<file path="src/rtl/hosc_ctrl.sv">
// ============================================================================
// Module   : hosc_ctrl
// Brief    : High-speed oscillator sequencer with shared REQ/GNT clock grants,
//            start timeout/retry, shutdown hold-off and sticky fault.
//            Optional statistics counters enabled by macro HOSC_STAT_CNT_EN.
// Revision : 1.0 - initial release
// ============================================================================
`timescale 1ns/1ps
`default_nettype none

module hosc_ctrl #(
  parameter int NREQ     = 3,
  parameter int TMO_CYC  = 8,
  parameter int RETRY    = 2,
  parameter int HOLD_CYC = 4
) (
  input  logic            LCLK,
  input  logic            RST_N,
  input  logic [NREQ-1:0] REQ,
  input  logic [7:0]      CFG_HCFR,
  input  logic [3:0]      CFG_LCFR,
  input  logic            HRDY,
  input  logic            FAULT_CLR,
  output logic            HENB,
  output logic [7:0]      HCFR,
  output logic [3:0]      LCFR,
  output logic [NREQ-1:0] GNT,
  output logic            BUSY,
`ifdef HOSC_STAT_CNT_EN
  output logic [7:0]      START_CNT,
  output logic [7:0]      FAIL_CNT,
`endif
  output logic            FAULT
);

  localparam int c_TMO_W  = (TMO_CYC  > 1) ? $clog2(TMO_CYC)  : 1;
  localparam int c_RTY_W  = (RETRY    > 0) ? $clog2(RETRY + 1) : 1;
  localparam int c_HOLD_W = (HOLD_CYC > 1) ? $clog2(HOLD_CYC) : 1;

  localparam logic [c_TMO_W-1:0]  c_TMO_LAST  = c_TMO_W'(TMO_CYC - 1);
  localparam logic [c_RTY_W-1:0]  c_RTY_MAX   = c_RTY_W'(RETRY);
  localparam logic [c_HOLD_W-1:0] c_HOLD_LAST = c_HOLD_W'(HOLD_CYC - 1);

  typedef enum logic [2:0] {
    S_OFF     = 3'd0,
    S_START   = 3'd1,
    S_WAIT    = 3'd2,
    S_RESTART = 3'd3,
    S_ON      = 3'd4,
    S_HOLD    = 3'd5,
    S_FAULT   = 3'd6
  } state_t;

  state_t              r_state;
  state_t              w_next;
  logic                r_sync1;
  logic                r_sync2;
  logic [c_TMO_W-1:0]  r_tmo_cnt;
  logic [c_RTY_W-1:0]  r_retry_cnt;
  logic [c_HOLD_W-1:0] r_hold_cnt;
  logic                w_req_any;
  logic                w_start_ev;

  assign w_req_any  = |REQ;
  assign w_start_ev = (r_state == S_OFF) && (w_next == S_START);

  always_comb begin
    w_next = r_state;
    case (r_state)
      S_OFF:     if (w_req_any && !FAULT) w_next = S_START;
      S_START:   w_next = S_WAIT;
      S_WAIT: begin
        // A withdrawn request abandons the start even if the oscillator just came up.
        if (!w_req_any)                 w_next = S_OFF;
        else if (r_sync2)               w_next = S_ON;
        else if (r_tmo_cnt == c_TMO_LAST)
          w_next = (r_retry_cnt < c_RTY_MAX) ? S_RESTART : S_FAULT;
      end
      S_RESTART: w_next = S_START;
      S_ON: begin
        if (!r_sync2)        w_next = S_FAULT;
        else if (!w_req_any) w_next = S_HOLD;
      end
      S_HOLD: begin
        if (!r_sync2)                       w_next = S_FAULT;
        else if (w_req_any)                 w_next = S_ON;
        else if (r_hold_cnt == c_HOLD_LAST) w_next = S_OFF;
      end
      S_FAULT:   if (FAULT_CLR) w_next = S_OFF;
      default:   w_next = S_OFF;
    endcase
  end

  always_ff @(posedge LCLK or negedge RST_N) begin
    if (!RST_N) begin
      r_state     <= S_OFF;
      r_sync1     <= 1'b0;
      r_sync2     <= 1'b0;
      r_tmo_cnt   <= '0;
      r_retry_cnt <= '0;
      r_hold_cnt  <= '0;
      HENB        <= 1'b0;
      HCFR        <= 8'h00;
      LCFR        <= 4'h0;
      GNT         <= '0;
      BUSY        <= 1'b0;
      FAULT       <= 1'b0;
    end else begin
      r_sync1 <= HRDY;
      r_sync2 <= r_sync1;
      r_state <= w_next;
      LCFR    <= CFG_LCFR;
      HENB    <= (w_next == S_START) || (w_next == S_WAIT) ||
                 (w_next == S_ON)    || (w_next == S_HOLD);
      BUSY    <= (w_next != S_OFF);
      FAULT   <= (w_next == S_FAULT);
      // Grants only track requests while staying in ON; any exit drops them on the same edge.
      GNT     <= ((r_state == S_ON) && (w_next == S_ON)) ? REQ : '0;

      if (w_start_ev) begin
        HCFR        <= CFG_HCFR;
        r_retry_cnt <= '0;
      end else if (w_next == S_RESTART && r_state != S_RESTART) begin
        r_retry_cnt <= r_retry_cnt + c_RTY_W'(1);
      end

      if (r_state == S_START)
        r_tmo_cnt <= '0;
      else if (r_state == S_WAIT && r_tmo_cnt != c_TMO_LAST)
        r_tmo_cnt <= r_tmo_cnt + c_TMO_W'(1);

      if (r_state == S_ON)
        r_hold_cnt <= '0;
      else if (r_state == S_HOLD && r_hold_cnt != c_HOLD_LAST)
        r_hold_cnt <= r_hold_cnt + c_HOLD_W'(1);
    end
  end

`ifdef HOSC_STAT_CNT_EN
  logic w_fail_ev;
  assign w_fail_ev = ((w_next == S_RESTART) && (r_state != S_RESTART)) ||
                     ((w_next == S_FAULT)   && (r_state != S_FAULT));

  always_ff @(posedge LCLK or negedge RST_N) begin
    if (!RST_N) begin
      START_CNT <= 8'h00;
      FAIL_CNT  <= 8'h00;
    end else if (FAULT_CLR) begin
      START_CNT <= 8'h00;
      FAIL_CNT  <= 8'h00;
    end else begin
      if (w_start_ev && START_CNT != 8'hFF) START_CNT <= START_CNT + 8'd1;
      if (w_fail_ev  && FAIL_CNT  != 8'hFF) FAIL_CNT  <= FAIL_CNT + 8'd1;
    end
  end
`endif

endmodule

`default_nettype wire

</file>
<file path="config.mk">
export PLATFORM = sky130hd
export DESIGN_NAME = hosc_ctrl
export DESIGN_NICKNAME = d
export VERILOG_FILES = /design/src/rtl/hosc_ctrl.sv
export SDC_FILE = /design/constraint.sdc
export NUM_CORES = 1
export LEC_CHECK = 0
export ABC_AREA = 1
export BUFFER_PORTS_ARGS = -buffer_cell sky130_fd_sc_hd__clkbuf_2
export CORE_ASPECT_RATIO = 1.4
export CORE_MARGIN = 5
export CORE_UTILIZATION = 25
export CTS_CLUSTER_DIAMETER = 80
export DETAILED_ROUTE_END_ITERATION = 8
export HOLD_SLACK_MARGIN = 0.03
export SLEW_MARGIN = 30
export SYNTH_ARGS = -nofsm -noshare
export SYNTH_HDL_FRONTEND = slang
export SYNTH_SLANG_ARGS = --single-unit
</file>
<file path="constraint.sdc">
create_clock -name LCLK -period 2.3 [get_ports LCLK]
set_input_delay 0.575 -clock LCLK [delete_from_list [all_inputs] [get_ports LCLK]]
set_output_delay 0.575 -clock LCLK [all_outputs]
set_load 0.02 [all_outputs]
</file>
# After elaboration in Yosys (flattened, before gate mapping)
# Index checks and enable logic that the tools add are counted.
[word_totals]
ff_bits = 30
latch_bits = 0
ram_bits = 0
word_cells = 68
out_inout_bits = 18
n_memories = 0
romBits = 0
[classes]
n_shift = 0
bitwise_logic = 0
n_eq_ne = 17
n_lt_le_gt_ge = 1
n_addsub = 3
muxes = 19
multipliers = 0
div_mod_pow = 0
n_reduce_logical = 16
[op_table]
columns = ["operator", "count"]
rows = [
  ["3-bit two-way mux", 14],
  ["3-bit equality test, second input constant", 7],
  ["3-bit case mux with 7 select lines", 1],
  ["3-bit by 2-bit equality test with 1-bit output, second input constant", 4],
  ["2-bit two-way mux", 4],
  ["3-bit by 1-bit equality test with 1-bit output, second input constant", 2],
  ["1-bit logical AND", 6],
  ["2-bit nonzero test", 3],
  ["2-bit by 1-bit adder with 2-bit output, second input constant", 2],
  ["3-bit by 1-bit adder with 3-bit output, second input constant", 1],
  ["3-bit logical NOT", 1],
  ["1-bit logical OR", 3],
  ["3-bit by 2-bit != test with 1-bit output, second input constant", 1],
  ["3-bit != test, second input constant", 1],
  ["3-bit nonzero test", 1],
  ["3-bit OR reduction", 1],
  ["2-bit equality test, second input constant", 1],
  ["2-bit < comparator, second input constant", 1],
  ["2-bit != test, second input constant", 1],
  ["1-bit logical NOT", 1],
]

# Longest topological paths before layout
# Gate-level depths: netlist (run 1).
[logic_depth]
word_depth = 10
ltp_mapped = 12

# Least setup slack after synthesis (run 1)
# OpenSTA, ideal clock, no wires.
[synth_path]
kind = "register -> register"
startpoint = "register r_tmo_cnt[0]"
endpoint = "register HENB"
n_path_buf = 0
setup_time_ns = 0.113
path_slack_ns = 0.771
path_stages_with_launch = 13
arrival_time_ns = 1.416
required_time_ns = 2.187
path_cell_list = "dfrtp_1 ha_1 ha_1 inv_1 nor3_1 nand2_1 nand2_1 nand2_2 inv_2 nor2_2 nand3_1 nand2_1 inv_1"
[synth_via]
elab_chain_len = 9
word_cells_on_any_way = 12
classes_between = "5 x eq/ne; 4 x mux; 3 x reduce/logical"
[synth_lines]
columns = ["element", "line_no", "rtl"]
rows = [
  ["start: declaration", "58", "logic [c_TMO_W-1:0] r_tmo_cnt;"],
  ["start signal: assignment", "130", "r_tmo_cnt <= r_tmo_cnt + c_TMO_W'(1);"],
  ["3-bit equality test *", "76", "else if (r_tmo_cnt == c_TMO_LAST)"],
  ["3-bit two-way mux *", "76", ""],
  ["3-bit two-way mux *", "75", "else if (r_sync2) w_next = S_ON;"],
  ["3-bit two-way mux *", "74", "if (!w_req_any) w_next = S_OFF;"],
  ["3-bit case mux with 7 select lines *", "69", "case (r_state)"],
  ["3-bit by 1-bit equality test with 1-bit output / 3-bit by 2-bit equality test with 1-bit output (equally long branches)", "113", "HENB <= (w_next == S_START) || (w_next == S_WAIT) ||"],
  ["1-bit logical OR (2 in series)", "113", ""],
  ["1-bit logical OR *", "114", "(w_next == S_ON) || (w_next == S_HOLD);"],
  ["end signal: assignment", "113", ""],
  ["end: declaration", "24", "output logic HENB,"],
]
# Mark *: on every way between the ends. The rest lies on a longest branch, timed or not.
# A chain may end at the register's enable or synchronous reset.

# Worst setup path in the final report (run 1)
[layout_path]
startpoint = "register r_tmo_cnt[0]"
endpoint = "register FAULT"
[layout_via]
elab_chain_len = 6
[layout_lines]
columns = ["element", "line_no", "rtl"]
rows = [
  ["3-bit equality test", "76", ""],
  ["3-bit two-way mux", "76", ""],
  ["3-bit two-way mux", "75", ""],
  ["3-bit two-way mux", "74", ""],
  ["3-bit case mux with 7 select lines", "69", ""],
  ["named net w_next[0]", "55", "state_t w_next;"],
  ["3-bit equality test", "116", "FAULT <= (w_next == S_FAULT);"],
  ["end signal: assignment", "116", ""],
  ["end: declaration", "33", "output logic FAULT"],
]
# The timed path passes the listed nets, and every way through them passes these cells.

==> summary.txt, run 1 <==
Cells and area
  • Post-route core utilization: between 30% and 40%
  • Ant diodes: 0
  • Area delta synth->final: 25.4%
  • Share of layout cells above drive strength 1: 24.6%
  • Nets: 224

Synthesis
  • Asr flop ratio synth: 100%
  • Distinct cells, synth: 16
  • Syn nets: ~180
  • Top cell type by total area after synthesis: dfrtp_1
  • Commonest cells post-synth: nand2_1, dfrtp_1, inv_1
  • Post-synthesis sequential area ratio: a little under three fifths
  • Largest cells by area after synthesis: dfrtp_1, nand2_1, inv_1
  • Syn Std Cell Area: between 0.001 and 0.0015 mm2
  • Cell with the most instances after synthesis: nand2_1
  • Ys flop type: dfrtp_1
  • Synth Area per Inst: ~8.4 um2
  • Seq cells post-synth: 30
  • Share of Yosys cell area claimed by the top area cell type: ~56%
  • Synth Instances: 160
  • Post-synth EDFFs: 0
  • Synth warnings: 0

Die
  • Die height: 96.6 um
  • Die area: 0.00694 mm2
  • Core footprint: around 0.0052 mm2
  • Die width: approximately 70 um
  • IO Count: 37
  • Initial Util: 25.8%
  • # rows: 31

Critical path
  • Critical Setup Path Class: register to register
  • CP max-delay cell: dfrtp_1
  • R2r endpoint: FAULT$_DFF_PN0_
  • Endpoint class of the critical path: register
  • Cell Chain, Critical Path: ha_1, ha_1, inv_1, nor3_1, nand2_1, nand2_1, nand2_2, inv_2, nor2_2, inv_1, nor3_1
  • Maximum fanout along the worst path: 4
  • Worst r2r src: r_tmo_cnt[0]$_DFFE_PN0P_
  • CP Data Arrival Time: approximately 1.9 ns
  • R2r setup slk: roughly 0.57 ns
  • Largest stage delay, worst path: a little under 0.4 ns
  • CP Launch Type: register
  • Worst r2r path cells: 11
  • Worst Path Required: between 2 and 2.5 ns

Global route
  • First-pass GRT wire length: 5180 um
  • Grt met3 use: 2.48%
  • Top Usage Layer GRT: met2
  • Grt ovf: 0
  • Initial antenna violation count: 0
  • Met2 GRT Util: between 10% and 20%
  • Largest net degree at the start of global routing: 31
  • Vias in the first global route: roughly 1.2k
  • GR Util met1: just over 10%
  • GR Util All Layers: under 10%

STA
  • Period minus WS final: around 1.7 ns
  • Final Max Tran Viols: 0
  • Final setup violation count: 0
  • Crit share post-route: 75.4%
  • Max Clock Skew: roughly 0.0036 ns
  • Slew at the pin with the worst max-slew slack: about 0.73 ns
  • Hold Vio Cnt, Final: 0
  • Final setup TNS: 0 ns
  • Slew HR: around half
  • Max Clk Rate: roughly 580 MHz
  • RSZ-0062 raised after global routing: false

Clock network
  • Total CTS buffers: 5
  • # clock sinks: 30
  • Longest Clk Path Bufs: 2
  • H-tree levels: 2
  • CTS tree: done
  • Setup bufs post-CTS: 0
  • Post-cts gate resize count: 0
  • Worst-Skew Late Latency: approximately 0.28 ns
  • Hold buffers post-CTS: 0
  • Root buffer cell: clkbuf_8
  • Clock slew at reported path FFs: 0.06 ns

Routing
  • DRC violations left: 0
  • Drt total wl: roughly 3000 um
  • DR WL/cell: 11.0 um
  • Pre-antenna DRT Iters: 4
  • Via Count: ~1.2k
  • Avg Vias per Cell: about 4.3
  • Antenna-violating nets left: 0
  • Initial drt markers: 36

Status
  • Status: finished, final reports clean

Power
  • IR drop worst, VDD: 0.496 mV
  • Pwr per Cell Area: approximately 1300 mW/mm2
  • Lkg Pwr: approximately 0.00096 uW
  • Pwr Total: 2150 uW

Job
  • Max-cap violations: 0

Place
  • Input/output buffers: 36
  • DP HPWL: ~2300 um
  • Final GP Congestion: around 0.84

Hold path
  • Hold Path Class: primary input to asynchronous set/reset pin
registers in the layout (all words and copies together) (netlist names):
signal	count
HENB	1
r_tmo_cnt	3
FAULT	1
r_sync2	1
BUSY	1
r_sync1	1
r_hold_cnt	2
LCFR	4
r_state	3
GNT	3
r_retry_cnt	2
HCFR	8
where the power goes:
part	internal [uW]	switching, uW	total, uW
clock network	241	190	431
registers	709	125	834
logic	284	599	883
cell families (layout without fill, tap and decap cells):
logic type / Yosys count / in the layout / synth area share, %
fa+ha+maj: 3 / 3 / 2.80
compound gates: 11 / 11 / 4.30
simple gates: 91 / 91 / 29.1
buf+inv: 25 / 68 / 7.76
flops: 30 / 30 / 56.1
cell type report:
cell class                 instances  area (um2)
clock buffer                       7        86.3
clock inverter                     1        5.00
fill                             581        3520
inverter                          24        90.1
multi-input combinational        105         484
sequential                        30         751
tap                               66        82.6
timing repair buffer              36         180
per-stage QoR:
| step | instance area, um2 | hold WS (ns) | worst slack [ns] | std cells |
|---|---|---|---|---|
| after floorplan | 1340 | 0.279 | 0.771 | 160 |
| after global placement | 1590 | 0.336 | 0.450 | 261 |
| after detailed placement | 1590 | 0.342 | 0.374 | 261 |
| after CTS | 1680 | 0.356 | 0.544 | 269 |
| after global routing | 1680 | 0.365 | 0.391 | 269 |
| final | 1680 | 0.341 | 0.565 | 269 |
worst max-delay path by stage:
stage	start	to	depth (start not counted)
after floorplan	r_tmo_cnt[0]$_DFFE_PN0P_	HENB$_DFF_PN0_	12
after global placement	REQ[2]	HCFR[0]$_DFFE_PN0P_	9
after detailed placement	REQ[0]	HCFR[2]$_DFFE_PN0P_	9
after CTS	r_tmo_cnt[0]$_DFFE_PN0P_	FAULT$_DFF_PN0_	11
after global routing	r_tmo_cnt[0]$_DFFE_PN0P_	GNT[2]$_DFF_PN0_	11
final	r_tmo_cnt[0]$_DFFE_PN0P_	FAULT$_DFF_PN0_	11
layer usage:
| layer | part of all wire, % | vias to the layer above |
|---|---|---|
| li1 | - | 585 |
| met1 | 42 | 534 |
| met2 | 52 | 25 |
| met3 | 3.4 | 6 |
| met4 | 2.2 | 0 |
| met5 | 0 | - |
worst max-delay path: cells and delay by family, from the launching register on:
kind,cells,cell delay (ns)
adders and majority gates,2,0.41
buffers and inverters,3,0.23
DFF,1,0.39
and+or+nand+nor,6,0.60
placed cells by master, fill, tap and decap left out:
master,synthesis,routed
a21oi_1,4,4
clkbuf_1,0,1
clkbuf_2,0,36
clkbuf_8,1,6
clkinv_2,0,1
dfrtp_1,30,30
ha_1,3,3
inv_1,22,22
inv_2,2,2
nand2_1,49,49
nand2_2,3,3
nand3_1,16,16
nand3b_1,1,1
nand4_1,3,3
nor2_1,14,14
nor2_2,2,2
nor3_1,3,3
o211ai_1,1,1
o21ai_0,6,6
Power figures use the tool's default switching activity.
==> inputs of run 2 (changes only) <==
--- a/config.mk
+++ b/config.mk
@@ -5,7 +5,7 @@
 export SDC_FILE = /design/constraint.sdc
 export NUM_CORES = 1
 export LEC_CHECK = 0
-export ABC_AREA = 1
+export ABC_AREA = 0
 export BUFFER_PORTS_ARGS = -buffer_cell sky130_fd_sc_hd__clkbuf_2
 export CORE_ASPECT_RATIO = 1.4
 export CORE_MARGIN = 5
==> constraint.sdc (replaced) <==
create_clock -name LCLK -period 1.7 [get_ports LCLK]
set_input_delay 0.425 -clock LCLK [delete_from_list [all_inputs] [get_ports LCLK]]
set_output_delay 0.425 -clock LCLK [all_outputs]
set_load 0.02 [all_outputs]
==> summary.txt, run 2 <==
Synthesis
  • Cell with the most instances after synthesis: dfrtp_1
  • Synth Area per Inst: roughly 13 um2
  • Top cell type by total area after synthesis: dfrtp_1
  • Syn nets: 122
  • Synth Instances: 100
  • Share of Yosys cell area claimed by the top area cell type: approximately three fifths
  • Synth warnings: 0
  • Commonest cells post-synth: dfrtp_1, mux2_1, a22o_1, nand2_1
  • Largest cells by area after synthesis: dfrtp_1, mux2_1, a22o_1
  • Distinct cells, synth: 33
  • Ys flop type: dfrtp_1
  • Post-synth EDFFs: 0
  • Syn Std Cell Area: between 0.001 and 0.0015 mm2
  • Seq cells post-synth: 30
  • Asr flop ratio synth: between 90% and 100%
  • Post-synthesis sequential area ratio: 58.9%

Routing
  • DRC violations left: 0
  • DR WL/cell: between 10 and 15 um
  • Pre-antenna DRT Iters: 4
  • Via Count: between 900 and 1k
  • Avg Vias per Cell: about 4.4
  • Antenna-violating nets left: 0
  • Drt total wl: 2590 um
  • Initial drt markers: 44

Power
  • IR drop worst, VDD: 0.467 mV
  • Lkg Pwr: about 0.00082 uW
  • Pwr per Cell Area: between 1500 and 2000 mW/mm2

Clock network
  • Clock slew at reported path FFs: approximately 0.060 ns
  • Longest Clk Path Bufs: 2
  • # clock sinks: 30
  • Worst-Skew Late Latency: 0.28 ns
  • Total CTS buffers: 5
  • H-tree levels: 2
  • CTS tree: done
  • Root buffer cell: clkbuf_8

Hold path
  • Hold Path Class: primary input to asynchronous set/reset pin

Die
  • # rows: 30
  • Die width: approximately 70 um
  • Die area: 0.00665 mm2
  • Core footprint: about 0.0049 mm2
  • Initial Util: about 26%
  • Die height: roughly 94 um
  • IO Count: 37

STA
  • Slew HR: between 70 and 80%
  • Max Clock Skew: 0.00602 ns
  • Max Clk Rate: 632 MHz
  • Final setup violation count: 0
  • Hold Vio Cnt, Final: 0
  • RSZ-0062 raised after global routing: false
  • Final Max Tran Viols: 0
  • Slew at the pin with the worst max-slew slack: just over 0.4 ns
  • Crit share post-route: 93.1%
  • Period minus WS final: 1.58 ns
  • Final setup TNS: 0 ns

Cells and area
  • Ant diodes: 0
  • Max FFs per register: 8
  • Area delta synth->final: 35.8%
  • Most frequent cells in the layout: clkbuf_2, dfrtp_1, mux2_1, buf_4, clkbuf_8
  • Commonest non-fill, non-tap cell in the layout: clkbuf_2
  • Reg with most FFs: HCFR
  • Nets: about 170
  • Final instance area: between 0.0015 and 0.002 mm2
  • Post-route core utilization: 35.2%
  • Share of layout cells above drive strength 1: 41.9%
  • Largest registers: HCFR x8, LCFR x4

Place
  • Input/output buffers: 36
  • DP HPWL: just under 2000 um
  • Final GP Congestion: roughly 0.80
  • Post-place instance area: roughly 0.0016 mm2

Critical path
  • Cell Chain, Critical Path: ha_1, ha_2, nor2b_4, a31oi_2, o221ai_2, nor2_4, xnor2_1
  • CP max-delay cell: dfrtp_1
  • Maximum fanout along the worst path: 4
  • Worst r2r path cells: 7
  • Critical Setup Path Class: register to register
  • CP Data Arrival Time: between 1.5 and 2 ns
  • Endpoint class of the critical path: register
  • Largest stage delay, worst path: 0.40 ns
  • CP Launch Type: register
  • Worst Path Required: 1.90 ns

Job
  • Max-cap violations: 0

Global route
  • GR Util All Layers: around 8.6%
  • Largest net degree at the start of global routing: 31
  • Initial antenna violation count: 0
  • Grt ovf: 0
  • Vias in the first global route: roughly 950
  • First-pass GRT wire length: roughly 4400 um

Status
  • Status: finished, final reports clean
-- run 2: critical path: cells and delay by family, from the launching register on --
family	cells	cell delay [ns]
adders and majority gates	2	0.41
AOI/OAI and AO/OA	2	0.29
and+or+nand+nor	2	0.28
xor gates and xnor gates	1	0.12
DFF	1	0.40
-- run 2: what timing repair did --
action                                  in CTS  in global routing
endpoints found under the setup margin       1                  2
hold buffers                                 0                  0
pin swaps                                    2                  1
buffers inserted                             0                  1
hold endpoints to repair                     0                  0
gates resized for setup                      0                  4
gates cloned                                 0                  0
-- run 2: metal layers --
layer	vias to the layer above	global-route usage, %	share of wire, %
li1	455	-	-
met1	448	9.28	39
met2	28	14.1	50
met3	6	3.73	8.1
met4	0	4.79	2.9
met5	-	0	0
-- run 2: where the power goes --
group / total, uW / switching (uW) / leakage [uW] / internal, uW
sequential: 1120 / 180 / 0.000374 / 944
clock: 880 / 256 / 0.0000714 / 625
combinational: 1260 / 688 / 0.000377 / 572
total: 3270 / 1120 / 0.000822 / 2140
-- run 2: kinds of logic after synthesis --
kind of cell | share of synthesized area [%]
mux | 7.95
xor+xnor | 1.37
compound gates | 12.9
fa+ha+maj | 2.94
buf+inv | 2.06
simple gates | 13.9
flops | 58.9
-- run 2: path summary, 6_finish.rpt --
check	endpoint	from	slack (ns)
hold reg to reg	r_sync2$_DFF_PN0_	r_sync1$_DFF_PN0_	0.35
hold / removal	r_hold_cnt[1]$_DFFE_PN0P_	RST_N	0.14
min in group LCLK	LCFR[1]$_DFF_PN0_	CFG_LCFR[1]	0.25
setup / recovery	HENB$_DFF_PN0_	r_tmo_cnt[0]$_DFFE_PN0P_	0.12
setup reg to reg	HENB$_DFF_PN0_	r_tmo_cnt[0]$_DFFE_PN0P_	0.12
max in group asynchronous	HCFR[2]$_DFFE_PN0P_	RST_N	1.29
-- run 2: area by class of cell --
type	count	area (um2)
fill	490	3190
sequential	30	751
multi-input combinational	64	514
timing repair buffer	43	233
clock buffer	6	82.6
tap	64	80.1
clock inverter	2	60.1
inverter	3	11.3
-- run 2: metrics by stage --
step | hold WS (ns) | total power [uW] | setup WS, ns | cells
3_5_place_dp | 0.337 | 2370 | 0.00869 | 203
5_1_grt | 0.180 | 3500 | 0.00106 | 212
3_3_place_gp | 0.333 | 2360 | 0.0449 | 203
6_report | 0.140 | 3270 | 0.117 | 212
2_1_floorplan | 0.129 | 1980 | 0.0985 | 100
4_1_cts | 0.152 | 3290 | 0.00813 | 211
